<file path="config.mk">
export PLATFORM = sky130hd
export DESIGN_NAME = divider
export DESIGN_NICKNAME = d
export VERILOG_FILES = /design/src/rtl/divider_pkg.sv /design/src/rtl/divider_div_step.sv /design/src/rtl/divider.sv
export SDC_FILE = /design/constraint.sdc
export NUM_CORES = 1
export LEC_CHECK = 0
export BUFFER_PORTS_ARGS = -buffer_cell sky130_fd_sc_hd__buf_2
export CAP_MARGIN = 0
export CORE_MARGIN = 1
export CORE_UTILIZATION = 32
export CTS_CLUSTER_SIZE = 16
export DETAILED_ROUTE_END_ITERATION = 8
export GPL_TIMING_DRIVEN = 0
export SLEW_MARGIN = 5
export SYNTH_ARGS = -nofsm -noshare
export SYNTH_HDL_FRONTEND = slang
export SYNTH_SLANG_ARGS = --single-unit
</file>
<file path="constraint.sdc">
create_clock -name clk -period 7.1 [get_ports clk]
set_clock_uncertainty 0.05 [all_clocks]
set_input_delay 1.42 -clock clk [delete_from_list [all_inputs] [get_ports clk]]
set_output_delay 1.42 -clock clk [all_outputs]
set_load 0.01 [all_outputs]
</file>
<file path="src/rtl/divider_pkg.sv">
// Shared definitions for the divider: FSM state encoding and default operand width.
// Used by divider (top) and div_step; DIVIDER_SIGNED_EN selects the signed build in the top.
package divider_pkg;

   localparam int unsigned DIV_WIDTH = 32;

   typedef enum logic [1:0] {
      IDLE = 2'd0,
      EXEC = 2'd1,
      DONE = 2'd2
   } state_t;

endpackage

</file>
<file path="src/rtl/divider_div_step.sv">
// One restoring-division iteration: shift in the next dividend bit, subtract the
// divisor if it fits, emit the quotient bit.
module div_step
   import divider_pkg::*;
#(
   parameter int unsigned WIDTH = DIV_WIDTH
) (
   input  logic [WIDTH-1:0] i_rem,
   input  logic             i_bit,
   input  logic [WIDTH-1:0] i_divisor,
   output logic [WIDTH-1:0] o_rem,
   output logic             o_qbit
);

   logic [WIDTH:0]   w_shift;
   logic [WIDTH-1:0] w_diff;

   // The partial remainder stays below the divisor, so the low WIDTH bits of the
   // difference are exact whenever the subtraction is taken.
   always_comb begin
      w_shift = {i_rem, i_bit};
      w_diff  = w_shift[WIDTH-1:0] - i_divisor;
      o_qbit  = (w_shift >= {1'b0, i_divisor});
      o_rem   = o_qbit ? w_diff : w_shift[WIDTH-1:0];
   end

endmodule

</file>
<file path="src/rtl/divider.sv">
// Iterative restoring divider, one quotient bit per cycle, result = {remainder, quotient}.
// Define DIVIDER_SIGNED_EN for two's-complement operands; default build is unsigned.
module divider
   import divider_pkg::*;
#(
   parameter int unsigned WIDTH = DIV_WIDTH
) (
   input  logic               clk,
   input  logic               reset_n,
   input  logic [WIDTH-1:0]   dividend,
   input  logic [WIDTH-1:0]   divisor,
   input  logic               op_start,
   input  logic               op_clear,
   output logic               op_done,
   output logic [2*WIDTH-1:0] result,
   output logic               div_by_zero
);

   localparam int unsigned      CNT_W = $clog2(WIDTH) + 1;
   localparam logic [CNT_W-1:0] LAST  = CNT_W'(WIDTH);

   state_t             r_state, w_state_nxt;
   logic [CNT_W-1:0]   r_cnt, w_cnt_nxt;
   logic [WIDTH-1:0]   r_rem, w_rem_nxt;
   logic [WIDTH-1:0]   r_quo, w_quo_nxt;
   logic [WIDTH-1:0]   r_dvs, w_dvs_nxt;
   logic [2*WIDTH-1:0] r_result, w_result_nxt;
   logic               r_dbz, w_dbz_nxt;

   logic [WIDTH-1:0]   w_step_rem;
   logic               w_step_qbit;
   logic [WIDTH-1:0]   w_dvd_mag, w_dvs_mag;
   logic [WIDTH-1:0]   w_quo_fin, w_rem_fin, w_dvd_orig;

`ifdef DIVIDER_SIGNED_EN
   logic r_neg_q, w_neg_q_nxt;
   logic r_neg_r, w_neg_r_nxt;

   // Iterate on magnitudes; signs are restored once the last bit is in.
   assign w_dvd_mag  = dividend[WIDTH-1] ? -dividend : dividend;
   assign w_dvs_mag  = divisor[WIDTH-1] ? -divisor : divisor;
   assign w_quo_fin  = r_neg_q ? -r_quo : r_quo;
   assign w_rem_fin  = r_neg_r ? -r_rem : r_rem;
   assign w_dvd_orig = r_neg_r ? -r_quo : r_quo;
`else
   assign w_dvd_mag  = dividend;
   assign w_dvs_mag  = divisor;
   assign w_quo_fin  = r_quo;
   assign w_rem_fin  = r_rem;
   assign w_dvd_orig = r_quo;
`endif

   div_step #(
      .WIDTH (WIDTH)
   ) u_step (
      .i_rem     (r_rem),
      .i_bit     (r_quo[WIDTH-1]),
      .i_divisor (r_dvs),
      .o_rem     (w_step_rem),
      .o_qbit    (w_step_qbit)
   );

   always_comb begin
      w_state_nxt  = r_state;
      w_cnt_nxt    = r_cnt;
      w_rem_nxt    = r_rem;
      w_quo_nxt    = r_quo;
      w_dvs_nxt    = r_dvs;
      w_result_nxt = r_result;
      w_dbz_nxt    = r_dbz;
`ifdef DIVIDER_SIGNED_EN
      w_neg_q_nxt  = r_neg_q;
      w_neg_r_nxt  = r_neg_r;
`endif
      if (op_clear) begin
         w_state_nxt  = IDLE;
         w_cnt_nxt    = '0;
         w_result_nxt = '0;
         w_dbz_nxt    = 1'b0;
      end else begin
         unique case (r_state)
            IDLE: begin
               if (op_start) begin
                  w_quo_nxt   = w_dvd_mag;
                  w_dvs_nxt   = w_dvs_mag;
                  w_rem_nxt   = '0;
                  w_cnt_nxt   = '0;
`ifdef DIVIDER_SIGNED_EN
                  w_neg_q_nxt = dividend[WIDTH-1] ^ divisor[WIDTH-1];
                  w_neg_r_nxt = dividend[WIDTH-1];
`endif
                  w_state_nxt = EXEC;
               end
            end
            EXEC: begin
               if (r_dvs == '0) begin
                  w_result_nxt = {w_dvd_orig, {WIDTH{1'b1}}};
                  w_dbz_nxt    = 1'b1;
                  w_state_nxt  = DONE;
               end else if (r_cnt == LAST) begin
                  w_result_nxt = {w_rem_fin, w_quo_fin};
                  w_state_nxt  = DONE;
               end else begin
                  w_rem_nxt = w_step_rem;
                  w_quo_nxt = {r_quo[WIDTH-2:0], w_step_qbit};
                  w_cnt_nxt = r_cnt + 1'b1;
               end
            end
            DONE: ;
            default: w_state_nxt = IDLE;
         endcase
      end
   end

   always_ff @(posedge clk or negedge reset_n) begin
      if (!reset_n) begin
         r_state  <= IDLE;
         r_cnt    <= '0;
         r_rem    <= '0;
         r_quo    <= '0;
         r_dvs    <= '0;
         r_result <= '0;
         r_dbz    <= 1'b0;
`ifdef DIVIDER_SIGNED_EN
         r_neg_q  <= 1'b0;
         r_neg_r  <= 1'b0;
`endif
      end else begin
         r_state  <= w_state_nxt;
         r_cnt    <= w_cnt_nxt;
         r_rem    <= w_rem_nxt;
         r_quo    <= w_quo_nxt;
         r_dvs    <= w_dvs_nxt;
         r_result <= w_result_nxt;
         r_dbz    <= w_dbz_nxt;
`ifdef DIVIDER_SIGNED_EN
         r_neg_q  <= w_neg_q_nxt;
         r_neg_r  <= w_neg_r_nxt;
`endif
      end
   end

   assign op_done     = (r_state == DONE);
   assign result      = r_result;
   assign div_by_zero = r_dbz;

endmodule
</file>
==> results by group <==
Routing
  – Wire per inst: around 17 um
  – DR vias/cell: 5.01
  – DRC Markers: 0
  – Drt total wl: about 27 mm
  – Post-route ant nets: 0
  – Vias: 7754
  – First-pass DRT Iterations: 5
  – Number of DRC markers in iteration 0: approximately 580

Yosys
  – Synth unique cells: 55
  – Seq cells post-synth: 169
  – Synth Instances: about 1000
  – Cell Area, Synth: 9250 um^2
  – Syn Nets: 1108
  – Most frequent cell after synthesis: dfrtp_1
  – Top cell type's share of synthesized area: 45.7%
  – Ys flop type: dfrtp_1
  – Post-synth EDFFs: 0
  – Synth Area per Inst: 9.21 um^2
  – Largest cells by area after synthesis: dfrtp_1, mux2i_1, nand2_1
  – Async S/R FF share, synth: 100%
  – Seq/Total Area, Yosys: 45.7%
  – YS warnings: 0
  – Post-synth top cells: dfrtp_1, nand2_1, nor2_1
  – Synth area leader: dfrtp_1

Layout
  – Fill cells: between 2000 and 3000
  – Share of cells above drive strength 1: 16.8%
  – P&R area growth vs syn: 19.4%
  – Fin cells: ~1500
  – Multi-input logic area: 4550 um^2
  – Finished Core Util: 39.3%
  – Ant. Diodes: 0
  – Final nets: 1260
  – Sequential Area: 4230 um^2

STA
  – RSZ-0062 raised after global routing: false
  – Post-route setup slack: roughly 3.7 ns
  – Max Slew Vio Count: 0
  – Max_slew headroom: approximately a quarter
  – Final min period: roughly 3.4 ns
  – # setup viols final: 0
  – Fin Hold WS: 0.449 ns
  – Endpoints failing hold: 0
  – Setup TNS: 0 ns
  – Crit share post-route: between 40 and 50%
  – Worst-Margin Slew: about 1.1 ns
  – Highest Clock Rate: 0.293 GHz

Placed design
  – IO buf count: 132
  – Placer Congestion: 0.820
  – Dpl hpwl: 20.6 mm
  – Cell count after placement: 1516
  – Worst slack at placement: roughly 3.8 ns

Global route
  – Largest net degree at the start of global routing: 95
  – GRT Overall Usage: 18.6%
  – Vias in the first global route: about 7500
  – GRT Residual Overflow: 0
  – First-pass GRT wire length: 42.0 mm
  – Antenna violations before repair: 0

CTS
  – Post-CTS Setup Repair Bufs: 0
  – CTS sink cnt: 169
  – Maximum buffer depth of the clock tree: 2
  – Worst skew pair latency: between 0.4 and 0.5 ns
  – CTS clk-pin slew, worst paths: 0.07 ns
  – Htree depth: 4
  – Clock root buffer: clkbuf_16
  – Num CTS Buffers: 17
  – Post_cts resized: 0
  – CTS tree: done
  – Post-CTS Hold Fix Bufs: 0

Floorplanning
  – Die area: 29600 um^2
  – Die height: 172 um
  – Die X: approximately 170 um
  – Core area: approximately 28000 um^2
  – Initial Utilization: between 30% and 40%
  – Core Rows: 61
  – I/O pin cnt: 134

Worst setup path
  – CP Data Arrival Time: 3.69 ns
  – Worst setup SP type: register
  – FF-to-FF Start: r_quo[31]$_DFFE_PN0P_
  – CP startpoint: r_quo[31]$_DFFE_PN0P_
  – Slowest CP cell: dfrtp_1
  – Most used cell, CP: a21oi_1
  – Setup Crit Path Kind: reg -> reg
  – Largest stage delay on the critical path: 0.46 ns
  – Crit. End Element: register
  – Critical Path RT: 7.37 ns
  – CP cell instances: inv_1, ha_1, inv_1, fa_1, a21oi_1, o211ai_1, a22oi_1, nand4_1, a21oi_2, o21bai_1, a21oi_1, xor2_1, a21oi_1, a22o_1
  – Crit-path max FO: 5

Hold path
  – Hold_sp: div_by_zero$_DFFE_PN0P_
  – Worst Hold Class: reg -> reg

Flow run
  – Max cap viols: 0

Power
  – Leak pwr: 5.02 nW
  – Power per cell area: roughly 290 nW/um^2
  – VDD IR max: 163 uV

Outcome
  – Outcome: finished clean
-- placed cells by master (no fill, tap or decap), types with 34 or more instances in the layout --
| master | count |
|---|---|
| ha_1 | 34 |
| inv_1 | 45 |
| clkbuf_1 | 39 |
| nand2_1 | 119 |
| mux2i_1 | 83 |
| a211oi_1 | 34 |
| buf_2 | 139 |
| nor2_1 | 96 |
| o21ai_0 | 82 |
| dfrtp_1 | 169 |
| nor3_1 | 68 |
-- stage by stage --
stage                     cell area (um^2)  power (mW)
after floorplan                       9250        1.94
after global placement               10400        2.22
after detailed placement             10400        2.24
after CTS                            11000        3.23
after global routing                 11000        3.40
final                                11000        3.21
-- logic make-up (layout without fill, tap and decap cells) --
family	count (synthesis)	in the layout	share of synthesized area, %
compound gates	234	234	15.8
xor+xnor	30	30	2.84
fa+ha+maj	35	35	4.81
buf+inv	110	275	5.19
flops	169	169	45.7
mux	84	84	9.10
simple gates	343	343	16.6
-- worst max-delay path: cells and delay by family (launching register included) --
| family | cells | cell delay [ns] |
|---|---|---|
| simple gates | 1 | 0.23 |
| xor+xnor | 1 | 0.27 |
| buf+inv | 2 | 0.14 |
| compound gates | 8 | 1.62 |
| flops | 1 | 0.46 |
| fa+ha+maj | 2 | 0.55 |
-- state kept, by name (all words and copies together) (netlist names) --
| signal | cells |
|---|---|
| div_by_zero | 1 |
| r_cnt | 6 |
| r_dvs | 32 |
| r_quo | 32 |
| r_rem | 32 |
| r_state | 2 |
| result | 64 |
-- power by group --
part | switching, mW | internal (mW) | leakage (nW)
combinational | 0.583 | 0.396 | 2.45
sequential | 0.154 | 1.09 | 2.26
clock | 0.429 | 0.556 | 0.308
-- worst paths after layout --
| check | end | slack, ns | cells after the start |
|---|---|---|---|
| max in group asynchronous | r_dvs[21]$_DFFE_PN0P_ | 5.25 | 2 |
| min | div_by_zero$_DFFE_PN0P_ | 0.45 | 2 |
| max reg2reg | r_rem[24]$_DFFE_PN0P_ | 3.68 | 14 |
| max | r_rem[24]$_DFFE_PN0P_ | 3.68 | 14 |
| min reg2reg | div_by_zero$_DFFE_PN0P_ | 0.45 | 2 |
| min in group asynchronous | result[8]$_DFFE_PN0P_ | 0.89 | 1 |
-- cell type report --
cell class                      count  area share [%]
Buffer                             65            2.82
Clock buffer                       19            4.10
Clock inverter                     13            1.51
Inverter                           45            1.53
Multi-Input combinational cell    726            41.2
Sequential cell                   169            38.3
Tap cell                          378            4.28
Timing Repair Buffer              133            6.32
-- layer usage --
metal / global-route usage, % / vias to the layer above / part of all wire, %
met5: 0 / - / 0
met4: 4.50 / 0 / 1.1
met3: 2.56 / 16 / 4.7
met2: 28.2 / 193 / 43
met1: 27.7 / 3694 / 51
li1: - / 3851 / -
Note: power is estimated with default switching activity, not from simulation.
